`config.mk`:
```
export PLATFORM = sky130hd
export DESIGN_NAME = fc_argmax_classifier
export DESIGN_NICKNAME = d
export VERILOG_FILES = /design/src/rtl/fc_argmax_classifier.sv
export SDC_FILE = /design/constraint.sdc
export NUM_CORES = 1
export LEC_CHECK = 0
export CAP_MARGIN = 20
export CORE_UTILIZATION = 47
export CTS_BUF_LIST = sky130_fd_sc_hd__clkbuf_4 sky130_fd_sc_hd__clkbuf_8 sky130_fd_sc_hd__clkbuf_16
export DETAILED_ROUTE_END_ITERATION = 6
export GPL_TIMING_DRIVEN = 1
export HOLD_SLACK_MARGIN = 0.02
export PLACE_DENSITY_LB_ADDON = 0.05
export SYNTH_ARGS = -nofsm -noshare
export SYNTH_HDL_FRONTEND = slang
export SYNTH_SLANG_ARGS = --single-unit
```
`constraint.sdc`:
```
create_clock -name clk -period 8.41 [get_ports clk]
set_clock_uncertainty 0.05 [all_clocks]
set_input_delay 1.682 -clock clk [delete_from_list [all_inputs] [get_ports clk]]
set_output_delay 1.682 -clock clk [all_outputs]
set_load 0.02 [all_outputs]
```
`src/rtl/fc_argmax_classifier.sv`:
```
// Serial signed argmax over a buffered vector of logits with a valid/ready result.
// Optional top1-minus-top2 margin tracking is enabled by defining FC_ARGMAX_MARGIN_EN.
module fc_argmax_classifier #(
  parameter int NUM_CLASSES = 10,
  parameter int DATA_W      = 16,
  parameter int IDX_W       = 4
) (
  input  logic                          clk,
  input  logic                          rst,
  input  logic                          in_valid,
  output logic                          in_ready,
  input  logic [DATA_W*NUM_CLASSES-1:0] logits,
  output logic                          out_valid,
  input  logic                          out_ready,
  output logic [IDX_W-1:0]              class_idx,
  output logic [DATA_W-1:0]             max_logit,
  output logic [DATA_W-1:0]             margin,
  output logic                          busy
);

  typedef enum logic [1:0] {
    IDLE = 2'd0,
    SCAN = 2'd1,
    DONE = 2'd2
  } state_t;

  localparam logic [IDX_W-1:0] LAST_IDX = IDX_W'(NUM_CLASSES - 1);

  state_t state_reg;
  state_t state_next;

  logic [DATA_W-1:0] logit_in [NUM_CLASSES];
  logic [DATA_W-1:0] buf_reg  [NUM_CLASSES];

  logic [IDX_W-1:0]  cnt_reg;
  logic [DATA_W-1:0] best_reg;
  logic [IDX_W-1:0]  best_idx_reg;

  logic [DATA_W-1:0] best_next;
  logic [IDX_W-1:0]  best_idx_next;
  logic [DATA_W-1:0] margin_next;
  logic [DATA_W-1:0] cur_val;
  logic              cur_gt_best;

  logic [IDX_W-1:0]  class_idx_reg;
  logic [DATA_W-1:0] max_logit_reg;
  logic [DATA_W-1:0] margin_reg;

  logic accept;
  logic last_elem;

  generate
    for (genvar gi = 0; gi < NUM_CLASSES; gi++) begin : g_unpack
      assign logit_in[gi] = logits[gi*DATA_W +: DATA_W];
    end
  endgenerate

  assign accept    = in_valid && (state_reg == IDLE);
  assign last_elem = (state_reg == SCAN) && (cnt_reg == LAST_IDX);

  // The whole vector is captured once so upstream is free after the handshake.
  always_ff @(posedge clk or posedge rst) begin
    if (rst) begin
      for (int i = 0; i < NUM_CLASSES; i++) begin
        buf_reg[i] <= '0;
      end
    end else if (accept) begin
      for (int i = 0; i < NUM_CLASSES; i++) begin
        buf_reg[i] <= logit_in[i];
      end
    end
  end

  assign cur_val     = buf_reg[cnt_reg];
  assign cur_gt_best = $signed(cur_val) > $signed(best_reg);

  // Strictly-greater replacement keeps the lowest index on ties.
  always_comb begin
    best_next     = best_reg;
    best_idx_next = best_idx_reg;
    if (cur_gt_best) begin
      best_next     = cur_val;
      best_idx_next = cnt_reg;
    end
  end

`ifdef FC_ARGMAX_MARGIN_EN
  localparam logic [DATA_W-1:0] MOST_NEG = {1'b1, {(DATA_W-1){1'b0}}};

  logic [DATA_W-1:0] second_reg;
  logic [DATA_W-1:0] second_next;

  // An element equal to the best still promotes into second place.
  always_comb begin
    second_next = second_reg;
    if (cur_gt_best) begin
      second_next = best_reg;
    end else if ($signed(cur_val) > $signed(second_reg)) begin
      second_next = cur_val;
    end
  end

  always_ff @(posedge clk or posedge rst) begin
    if (rst) begin
      second_reg <= '0;
    end else if (accept) begin
      second_reg <= MOST_NEG;
    end else if (state_reg == SCAN) begin
      second_reg <= second_next;
    end
  end

  assign margin_next = best_next - second_next;
`else
  assign margin_next = '0;
`endif

  always_ff @(posedge clk or posedge rst) begin
    if (rst) begin
      cnt_reg      <= '0;
      best_reg     <= '0;
      best_idx_reg <= '0;
    end else if (accept) begin
      cnt_reg      <= IDX_W'(1);
      best_reg     <= logit_in[0];
      best_idx_reg <= '0;
    end else if (state_reg == SCAN) begin
      cnt_reg      <= cnt_reg + IDX_W'(1);
      best_reg     <= best_next;
      best_idx_reg <= best_idx_next;
    end
  end

  // Result registers hold their value until the next scan completes.
  always_ff @(posedge clk or posedge rst) begin
    if (rst) begin
      class_idx_reg <= '0;
      max_logit_reg <= '0;
      margin_reg    <= '0;
    end else if (last_elem) begin
      class_idx_reg <= best_idx_next;
      max_logit_reg <= best_next;
      margin_reg    <= margin_next;
    end
  end

  assign class_idx = class_idx_reg;
  assign max_logit = max_logit_reg;
  assign margin    = margin_reg;

  always_ff @(posedge clk or posedge rst) begin
    if (rst) begin
      state_reg <= IDLE;
    end else begin
      state_reg <= state_next;
    end
  end

  always_comb begin
    state_next = state_reg;
    in_ready   = 1'b0;
    out_valid  = 1'b0;
    busy       = 1'b0;
    case (state_reg)
      IDLE: begin
        in_ready = 1'b1;
        if (in_valid) begin
          state_next = SCAN;
        end
      end
      SCAN: begin
        busy = 1'b1;
        if (cnt_reg == LAST_IDX) begin
          state_next = DONE;
        end
      end
      DONE: begin
        busy      = 1'b1;
        out_valid = 1'b1;
        if (out_ready) begin
          state_next = IDLE;
        end
      end
      default: begin
        state_next = IDLE;
      end
    endcase
  end

endmodule

```
# After elaboration in Yosys (flattened, before gate mapping)
# Index checks and enable logic that the tools add are counted.
# totals
regBits	206
# op_classes
addsub	1
order_cmp	2
eq_ne	6
muxes	18
bitwise_logic	1
reduce_logical	6
# op_table
op	n
two-way mux 16 bit	5
binary-select mux 16 bit (select 4 bit)	1
two-way mux 4 bit	5
greater-than comparator 16 bit	1
two-way mux 2 bit	3
case mux 2 bit (3 select lines)	1
>= comparator 5 bit, second input constant	1
inverter 4 -> 5 bit	1
adder 4 x 1 -> 4 bit, second input constant	1
== test 4 bit, second input constant	1
!= test 2 bit, second input constant	2
two-way mux 1 bit	3
AND reduction 3 bit	1
== test 2 x 1 -> 1 bit, second input constant	1
== test 2 bit, second input constant	1
logical AND 1 bit	2
logical NOT 2 bit	1
!= test 2 x 1 -> 1 bit, second input constant	1
nonzero test 2 bit	1
OR reduction 2 bit	1

# Longest topological paths before layout
# Gate-level depths: netlist of run 1.
# depth
ltp_word	8
mapped_depth	16
depth_no_buf	11

# Worst setup path after synthesis of run 1
# Ideal clock, no wire load.
# synth_path
path_type	reg2reg
startpoint	register cnt_reg[0]
endpoint	register best_reg[10]
setup_time_ps	140
t_arrival_ps	3447
required_time_ps	8220
slack_ps	4772
stages_incl_launch_ff	16
path_buffers	4
period_less_slack_ps	3638
cell_sequence	dfrtp_1 buf_4 buf_6 buf_4 mux2_1 a22oi_1 a2bb2oi_1 inv_1 ha_1 nand4_2 or4_1 and2_1 o31a_2 nand2_2 buf_6 o311ai_1
# synth_between
elab_chain_len	8
# synth_rtl
item	line	text
start, declared	35	logic [IDX_W-1:0] cnt_reg;
start signal, assigned	128	cnt_reg <= cnt_reg + IDX_W'(1);
inverter 4 -> 5 bit (implied by the code) *	74	assign cur_val = buf_reg[cnt_reg];
binary-select mux 16 bit (select 4 bit) *	74	
two-way mux 16 bit (implied by the code) * (2 in series)	74	
greater-than comparator 16 bit	75	assign cur_gt_best = $signed(cur_val) > $signed(best_reg);
two-way mux 16 bit *	81	if (cur_gt_best) begin
two-way mux 16 bit *	127	end else if (state_reg == SCAN) begin
two-way mux 16 bit *	123	end else if (accept) begin
end signal, assigned	125	best_reg <= logit_in[0];
end signal, assigned	129	best_reg <= best_next;
end, declared	36	logic [DATA_W-1:0] best_reg;
# Every way passes the cells marked *; elsewhere a longest branch is shown, timed or not. The select of a mux whose other input is x is not followed.
# A chain may end at the register's enable or synchronous reset.

# Worst setup path in the final report of run 1
# layout_path
startpoint	register cnt_reg[0]
endpoint	register max_logit_reg[7], in the netlist max_logit[7]
# layout_between
elab_chain_len	6
elab_cells_between_ends	8
# layout_rtl
item	line	text
inverter 4 -> 5 bit (implied by the code)	74	
binary-select mux 16 bit (select 4 bit)	74	
two-way mux 16 bit (implied by the code) (2 in series)	74	
greater-than comparator 16 bit	75	
two-way mux 16 bit	81	
end signal, assigned	142	max_logit_reg <= best_next;
end, declared	46	logic [DATA_W-1:0] max_logit_reg;
# Several ways; a longest one is shown, not always the timed one. The select of a mux whose other input is x is not followed.

==> results of run 1 <==
## metrics by stage
stage / instances / hold slack, ns / instance area [um2]
after floorplan: 1089 / 0.388 / 10200
after global placement: 1473 / 0.402 / 12100
after detailed placement: 1473 / 0.409 / 12100
after CTS: 1512 / 0.424 / 12800
after global routing: 1514 / 0.448 / 12900
final: 1514 / 0.417 / 12900
## worst max-delay path, cell delays in order, from the launching register on
cell,delay [ns]
dfrtp_4,0.79
buf_4,0.50
mux4_2,0.58
a2bb2oi_1,0.36
inv_1,0.09
ha_1,0.39
nand4_2,0.18
or2_4,0.31
a211o_1,0.26
a31oi_2,0.51
buf_4,0.41
nor4_1,0.11
a311o_1,0.31
## cells by family after synthesis
group           count (synthesis)  synth area share (%)
flops                         206                  50.9
simple gates                  552                  21.9
buf+inv                       125                  5.87
mux                            48                  8.89
compound gates                118                  9.52
other cells                     1                0.0370
xor+xnor                        3                 0.259
fa+ha+maj                      21                  2.59
## final timing paths
path,from,to,depth (start not counted)
max reg2reg,cnt_reg[0]$_DFFE_PP0P_,max_logit[7]$_DFFE_PP0P_,12
min in group asynchronous,rst,buf_reg[106]$_DFFE_PP0P_,2
max,cnt_reg[0]$_DFFE_PP0P_,max_logit[7]$_DFFE_PP0P_,12
min,buf_reg[40]$_DFFE_PP0P_,buf_reg[40]$_DFFE_PP0P_,2
max in group asynchronous,rst,cnt_reg[0]$_DFFE_PP0P_,4
min reg2reg,buf_reg[40]$_DFFE_PP0P_,buf_reg[40]$_DFFE_PP0P_,2
## final cells by class
| type | count | area [um2] |
|---|---|---|
| Multi-Input combinational cell | 758 | 4460 |
| Tap cell | 275 | 344 |
| Inverter | 37 | 146 |
| Timing Repair Buffer | 199 | 2000 |
| Sequential cell | 206 | 5160 |
| Clock inverter | 10 | 110 |
| Clock buffer | 29 | 646 |
| Fill cell | 1876 | 8230 |
## cells in the final DEF, fill, tap and decap left out, types with 2 or more instances in the layout
cell             netlist  routed
a21oi_1               11      11
o21ai_1                4       4
mux4_2                32      32
ha_1                  21      21
a311o_1               16      16
clkbuf_8               0       4
buf_16                 0       2
mux2_2                10      10
inv_1                 36      35
nand4_1                4       4
o22a_1                 2       2
clkdlybuf4s50_1        0     186
nor2b_1                3       3
mux2_1                 6       6
a2bb2oi_1             15      15
bufinv_16              0       2
clkbuf_16              0      23
o311ai_1              17      17
buf_4                 20      11
nor4_1                16      16
clkbuf_4               0       2
nor2_1                 8       8
nand2_1              490     489
a21o_1                 2       2
and2_1                20      19
nand3_1                4       4
o211ai_1              20      20
clkinv_2               0       6
dfrtp_1              206     205
inv_8                  0       2
conb_1                 1      16
a22oi_1               16      16
xnor2_1                2       2
## where the power goes
| group | internal, uW | total, uW | switching [uW] |
|---|---|---|---|
| Combinational | 1020 | 2600 | 1570 |
| Clock | 604 | 1020 | 413 |
| Sequential | 1440 | 1740 | 305 |
## per-layer routing
layer | share of wire (%) | up-vias | GRT usage (%)
li1 | - | 3873 | -
met1 | 47 | 3945 | 40.6
met2 | 44 | 284 | 39.8
met3 | 6.5 | 48 | 4.56
met4 | 2.5 | 0 | 7.91
met5 | 0 | - | 0
==> results.yml, run 1 <==
logic_synthesis:
  synth_largest_area_cell: "dfrtp_1"
  ys_seq_area_share_pct: 50.9
  ys_types: 52
  synthTopCellsByCount: "nand2_1, dfrtp_1, clkbuf_1"
  syn_area_mm2: 0.0101
  synthArstFlopShare_pct: 100
  yosys_warnings: 0
  ys_ff_latch: 206
  syn_avg_cell_area_um2: 9.43
  synth_top_area_share_pct: 50.9
  synthTopCellsByArea: "dfrtp_1, nand2_1, mux4_2, ha_1, clkbuf_1"
  synth_edf_count: 0
  synth_flop_cell: "dfrtp_1"
  synthCells: 1074
  yosysMostFrequentCell: "nand2_1"
floorplan:
  die_area_mm2: 0.0221
  start_util_pct: 48.0
  io_pins: 203
  die_y_um: 149
  core_area_mm2: 0.0211
  num_rows: 53
  die_w_um: 149
place:
  port_buffers: 186
  pre_cts_ws_ns: 3.43
  gp_congestion: 0.899
  dp_hpwl_mm: 19.8
sta:
  finalSetupViolCount: 0
  tns_ns: 0
  fin_crit_ns: 5.03
  relSlewSlack_pct: 34.1
  fmax_ghz: 0.199
  rsz0062_at_grt: "false"
  period_share_pct: 59.8
  tightest_slew_ns: 0.989
  slew_viol_final: 0
  hold_viol_final: 0
  setup_slack_ns: 3.38
detailed_routing:
  post_drt_wl_per_cell_um: 19.0
  drc: 0
  antenna_left: 0
  vias_per_cell: 5.38
  dr.pass1.iters: 5
  drt_wl_total_mm: 28.8
  drtIter0Drc: 537
  num_vias: 8150
cts:
  post_cts_buffers: 0
  root_buffer: "clkbuf_16"
  htreeDepth: 1
  clkLatencyLatePin_ns: 0.51
  clk_pin_slew_ns: 0.06
  cts_made_buffers: 23
  cts_tree: "built"
  clock-sinks: 206
  clockBufferDepth: 3
  ctsHoldBuffers: 0
  cts_resized: 0
worst_setup_path:
  path_class: "flip-flop to flip-flop"
  endpoint_kind: "flip-flop"
  critPathMaxFanout: 35
  cp_data_arrival_time_ns: 5.37
  startpoint_type: "flip-flop"
  rrSetupSlack_ns: 3.38
  cp.required_ns: 8.75
grt:
  grt_overflow: 0
  grt_pass1_vias: 8166
  grt_max_degree: 155
  grtUsageTotal_pct: 26.9
  grt_pass1_wl_mm: 45.4
  antenna_found_initial: 0
layout:
  nNetsFinal: 1410
  syn2layout_area_growth_pct: 27.0
  final_core_util_pct: 61.0
  largest_register_ffs: 160
  antennaDiodeCount: 0
  drive_gt1_share_pct: 8.88
power_and_ir_drop:
  p_leak_uw: 0.00623
  vdd_drop_max_mv: 0.168
  power_uw: 5360
  power.density_mw_per_mm2: 416
outcome:
  status: "finished clean"
hold_path:
  min_path_type: "flip-flop to flip-flop"
job:
  max_cap_violations: 0
(Power assumes the default switching activity.)
==> run 2, diff against run 1 <==
==> constraint.sdc (replaced) <==
create_clock -name clk -period 4.7 [get_ports clk]
set_clock_uncertainty 0.05 [all_clocks]
set_input_delay 0.94 -clock clk [delete_from_list [all_inputs] [get_ports clk]]
set_output_delay 0.94 -clock clk [all_outputs]
set_load 0.02 [all_outputs]
==> run 2 against run 1 <==
Against the previous run: core utilization rose by 1.2 points; register-to-register slack got worse by 3.0 ns; total power rose by 86%; critical path type unchanged.
==> results.yml, run 2 (synthesis gave the netlist of run 1 again) <==
outcome:
  status: "finished clean"
power_and_ir_drop:
  vdd_drop_max_mv: 0.608
  power.density_mw_per_mm2: 760
  p_leak_uw: 0.00638
worst_setup_path:
  endpoint_kind: "flip-flop"
  cp_data_arrival_time_ns: 4.60
  critPathMaxFanout: 16
  cp.required_ns: 5.00
  path_class: "flip-flop to flip-flop"
  startpoint_type: "flip-flop"
layout:
  antennaDiodeCount: 0
  nNetsFinal: 1431
  final_core_util_pct: 62.2
  final_common_cell: "nand2_1"
  syn2layout_area_growth_pct: 29.6
  drive_gt1_share_pct: 10.6
  largest_register_ffs: 160
  final_cell_mix: "nand2_1, dfrtp_1, clkdlybuf4s50_1"
cts:
  clkLatencyLatePin_ns: 0.52
  root_buffer: "clkbuf_16"
  htreeDepth: 1
  ctsHoldBuffers: 0
  cts_made_buffers: 23
  post_cts_buffers: 0
  cts_tree: "built"
  clockBufferDepth: 3
  clk_pin_slew_ns: 0.06
  clock-sinks: 206
  cts_resized: 0
detailed_routing:
  drtIter0Drc: 518
  drt_wl_total_mm: 28.6
  antenna_left: 0
  post_drt_wl_per_cell_um: 18.6
  drc: 0
  num_vias: 8184
  vias_per_cell: 5.32
  dr.pass1.iters: 5
sta:
  setup_slack_ns: 0.399
  rsz0062_at_grt: "false"
  slew_viol_final: 0
  fmax_ghz: 0.233
  relSlewSlack_pct: 42.0
  hold_slack_ns: 0.419
  hold_viol_final: 0
  tightest_slew_ns: 0.871
  period_share_pct: 91.5
  finalSetupViolCount: 0
  tns_ns: 0
  fin_crit_ns: 4.30
grt:
  grt_pass1_wl_mm: 45.4
  grt_overflow: 0
  grt_max_degree: 107
  antenna_found_initial: 0
  grt_pass1_vias: 7964
  grtUsageTotal_pct: 26.9
hold_path:
  min_path_type: "flip-flop to flip-flop"
floorplan:
  die_w_um: 149
  start_util_pct: 48.0
  num_rows: 53
  io_pins: 203
  die_y_um: 149
  core_area_mm2: 0.0211
  die_area_mm2: 0.0221
place:
  port_buffers: 186
  gp_congestion: 0.891
  pre_cts_ws_ns: 0.351
  dp_hpwl_mm: 20.6
job:
  max_cap_violations: 0
-- run 2: cell types whose count changed in the layout (fill, tap and decap cells not counted), sizes merged --
cell / change
buf: +21
clkinvlp: +1
inv: -2
clkinv: -1
bufinv: +1
clkbuf: +4
-- run 2: power by group --
part           internal, uW  total [uW]  switching, uW  leakage, uW
sequential             2570        3150            572      0.00258
clock                  1180        1910            732     0.000411
combinational          2100        4920           2820      0.00338
-- run 2: worst max-delay path, cell delays in order (launching register included) --
cell and delay [ns]:
dfrtp_2 0.61, buf_4 0.23, mux4_2 0.50, a22oi_1 0.38, a2bb2oi_1 0.41, inv_1 0.09, ha_1 0.31, nand4_1 0.13
or4_1 0.59, and2_1 0.22, o31a_2 0.15, nand2_2 0.30, o311ai_1 0.16
-- run 2: cell type report --
cell class                 count  area (um2)
fill                        1873        7960
sequential                   206        5160
multi-input combinational    758        4460
timing repair buffer         220        2210
clock buffer                  33         688
tap                          275         344
inverter                      37         143
clock inverter                 9         124
-- run 2: final timing paths --
kind	from	end	slack (ns)	cells after the start
setup / recovery	cnt_reg[0]$_DFFE_PP0P_	best_reg[7]$_DFFE_PP0P_	0.40	12
hold / removal	buf_reg[31]$_DFFE_PP0P_	buf_reg[31]$_DFFE_PP0P_	0.42	2
setup reg to reg	cnt_reg[0]$_DFFE_PP0P_	best_reg[7]$_DFFE_PP0P_	0.40	12
hold reg to reg	buf_reg[31]$_DFFE_PP0P_	buf_reg[31]$_DFFE_PP0P_	0.42	2
max in group asynchronous	rst	max_logit[14]$_DFFE_PP0P_	2.75	3
min in group asynchronous	rst	buf_reg[121]$_DFFE_PP0P_	0.82	2
-- run 2: through the flow --
| stage | area (um2) | cells | total power [uW] |
|---|---|---|---|
| 2_1_floorplan | 10200 | 1089 | 6410 |
| 3_3_place_gp | 12300 | 1495 | 8010 |
| 3_5_place_dp | 12300 | 1495 | 8060 |
| 4_1_cts | 13100 | 1537 | 9990 |
| 5_1_grt | 13100 | 1538 | 10600 |
| 6_report | 13100 | 1538 | 9980 |
-- run 2: per-layer routing --
| layer | vias up | track usage [%] | part of all wire [%] |
|---|---|---|---|
| li1 | 3898 | - | - |
| met1 | 3948 | 41.6 | 48 |
| met2 | 293 | 38.9 | 43 |
| met3 | 45 | 4.16 | 6.2 |
| met4 | 0 | 7.96 | 2.9 |
| met5 | - | 0 | 0 |
==> run 3, diff against run 2 <==
--- a/config.mk
+++ b/config.mk
@@ -6,7 +6,9 @@
 export NUM_CORES = 1
 export LEC_CHECK = 0
 export CAP_MARGIN = 20
-export CORE_UTILIZATION = 47
+export CELL_PAD_IN_SITES_DETAIL_PLACEMENT = 0
+export CELL_PAD_IN_SITES_GLOBAL_PLACEMENT = 1
+export CORE_UTILIZATION = 40
 export CTS_BUF_LIST = sky130_fd_sc_hd__clkbuf_4 sky130_fd_sc_hd__clkbuf_8 sky130_fd_sc_hd__clkbuf_16
 export DETAILED_ROUTE_END_ITERATION = 6
 export GPL_TIMING_DRIVEN = 1
==> run 3 against run 2 <==
Against the previous run: combinational power shrank 2%; flip-flop and latch count is the same; cell area grew 0.12%; via count shrank 2.0%; critical path type unchanged; routed wire length grew 5.6%; largest power group unchanged; global-route usage shrank 3.0 points; sequential power is essentially flat.
==> results.yml, run 3 (synthesis gave the netlist of run 1 again) <==
cts:
  cts_made_buffers: 24
  clockBufferDepth: 3
  clkLatencyLatePin_ns: 0.52
  ctsHoldBuffers: 0
  cts_tree: "built"
  root_buffer: "clkbuf_16"
  htreeDepth: 1
  clk_pin_slew_ns: 0.06
  clock-sinks: 206
layout:
  fin_cells: 1574
  final_cell_mix: "nand2_1, dfrtp_1, clkdlybuf4s50_1"
  largest_register_ffs: 160
  syn2layout_area_growth_pct: 29.7
  fillers: 2304
  drive_gt1_share_pct: 9.76
  nNetsFinal: 1417
  final_common_cell: "nand2_1"
  antennaDiodeCount: 0
floorplan:
  die_w_um: 161
  io_pins: 203
  die_y_um: 161
  core_area_mm2: 0.0246
  start_util_pct: 41.2
  die_area_mm2: 0.0260
  num_rows: 57
detailed_routing:
  dr.pass1.iters: 4
  drt_wl_total_mm: 30.3
  post_drt_wl_per_cell_um: 19.2
  drc: 0
  drtIter0Drc: 559
  vias_per_cell: 5.09
  antenna_left: 0
  num_vias: 8017
worst_setup_path:
  startpoint_type: "flip-flop"
  endpoint_kind: "flip-flop"
  cp.required_ns: 5.06
  critPathMaxFanout: 24
  worst_path_largest_cell_delay_ns: 0.58
  cp_data_arrival_time_ns: 4.72
  slowest_stage: "dfrtp_4"
  path_class: "flip-flop to flip-flop"
  rrSetupSlack_ns: 0.34
  crit_chain: "buf_12 -> mux4_2 -> a22oi_1 -> a2bb2oi_1 -> inv_1 -> ha_1 -> nand4_2 -> or2_4 -> o22ai_2 -> o31a_2 -> nand2_2 -> o311ai_1"
power_and_ir_drop:
  vdd_drop_max_mv: 0.422
  power.density_mw_per_mm2: 759
  power_uw: 9980
  p_leak_uw: 0.00632
place:
  port_buffers: 186
  dp_hpwl_mm: 21.3
  gp_congestion: 0.864
  pre_cts_ws_ns: 0.252
  placedCellCount: 1529
sta:
  relSlewSlack_pct: 36.3
  tns_ns: 0
  hold_viol_final: 0
  slew_viol_final: 0
  setup_slack_ns: 0.336
  tightest_slew_ns: 0.954
  fin_crit_ns: 4.36
  fmax_ghz: 0.229
  period_share_pct: 92.8
  finalSetupViolCount: 0
  rsz0062_at_grt: "false"
outcome:
  status: "finished clean"
job:
  max_cap_violations: 0
grt:
  grt_overflow: 0
  antenna_found_initial: 0
  grtUsageTotal_pct: 23.9
  grt_max_degree: 98
  grt_pass1_wl_mm: 47.7
  grt_pass1_vias: 8173
hold_path:
  min_path_type: "flip-flop to flip-flop"
[run 3: changes by cell type in the layout (fill, tap and decap cells not counted), moves of 2 or more]
cell / previous run / this run
buf_4: 27 / 12
clkbuf_4: 4 / 1
clkbuf_16: 23 / 25
clkinvlp_4: 1 / 3
[run 3: stage by stage]
stage	hold slack (ns)	instance area (um2)	utilization [%]
2_1_floorplan	0.388	10200	-
3_3_place_gp	0.404	12200	49.8
3_5_place_dp	0.408	12200	49.8
4_1_cts	0.423	13100	53.3
5_1_grt	0.440	13100	53.4
6_report	0.421	13100	53.4
[run 3: final timing paths]
check,cells past startpoint,start,endpoint
setup reg to reg,12,cnt_reg[0]$_DFFE_PP0P_,best_reg[2]$_DFFE_PP0P_
max in group asynchronous,3,rst,cnt_reg[0]$_DFFE_PP0P_
setup / recovery,12,cnt_reg[0]$_DFFE_PP0P_,best_reg[2]$_DFFE_PP0P_
min in group asynchronous,2,rst,buf_reg[119]$_DFFE_PP0P_
hold / removal,2,buf_reg[40]$_DFFE_PP0P_,buf_reg[40]$_DFFE_PP0P_
hold reg to reg,2,buf_reg[40]$_DFFE_PP0P_,buf_reg[40]$_DFFE_PP0P_
[run 3: layout make-up]
| type | count | area (um2) | share of cell area [%] |
|---|---|---|---|
| inverter | 37 | 143 | 1.09 |
| tap | 324 | 405 | 3.09 |
| clock inverter | 13 | 180 | 1.37 |
| multi-input combinational | 758 | 4470 | 34.0 |
| sequential | 206 | 5160 | 39.3 |
| clock buffer | 31 | 702 | 5.34 |
| timing repair buffer | 205 | 2080 | 15.9 |
[run 3: timing repair]
item                                    CTS  global route
resized for setup                         0             1
endpoints found under the setup margin    0             5
setup buffers                             0             1
[run 3: worst max-delay path, delay by kind of cell (launching register included)]
family / cells / cell delay (ns)
simple gates: 3 / 0.77
fa+ha+maj: 1 / 0.40
flops: 1 / 0.58
compound gates: 5 / 1.57
mux: 1 / 0.53
buf+inv: 2 / 0.35
[run 3: layer usage]
| metal | up-vias | share of wire [%] | GRT usage [%] |
|---|---|---|---|
| met5 | - | 0 | 0 |
| met4 | 0 | 1.2 | 3.99 |
| met3 | 27 | 5.9 | 4.03 |
| met2 | 236 | 45 | 36.1 |
| met1 | 3876 | 48 | 36.4 |
| li1 | 3878 | - | - |
[run 3: where the power goes]
| group | internal (uW) | switching [uW] |
|---|---|---|
| clock network | 1280 | 777 |
| logic | 1930 | 2870 |
| registers | 2580 | 547 |
| total | 5780 | 4200 |
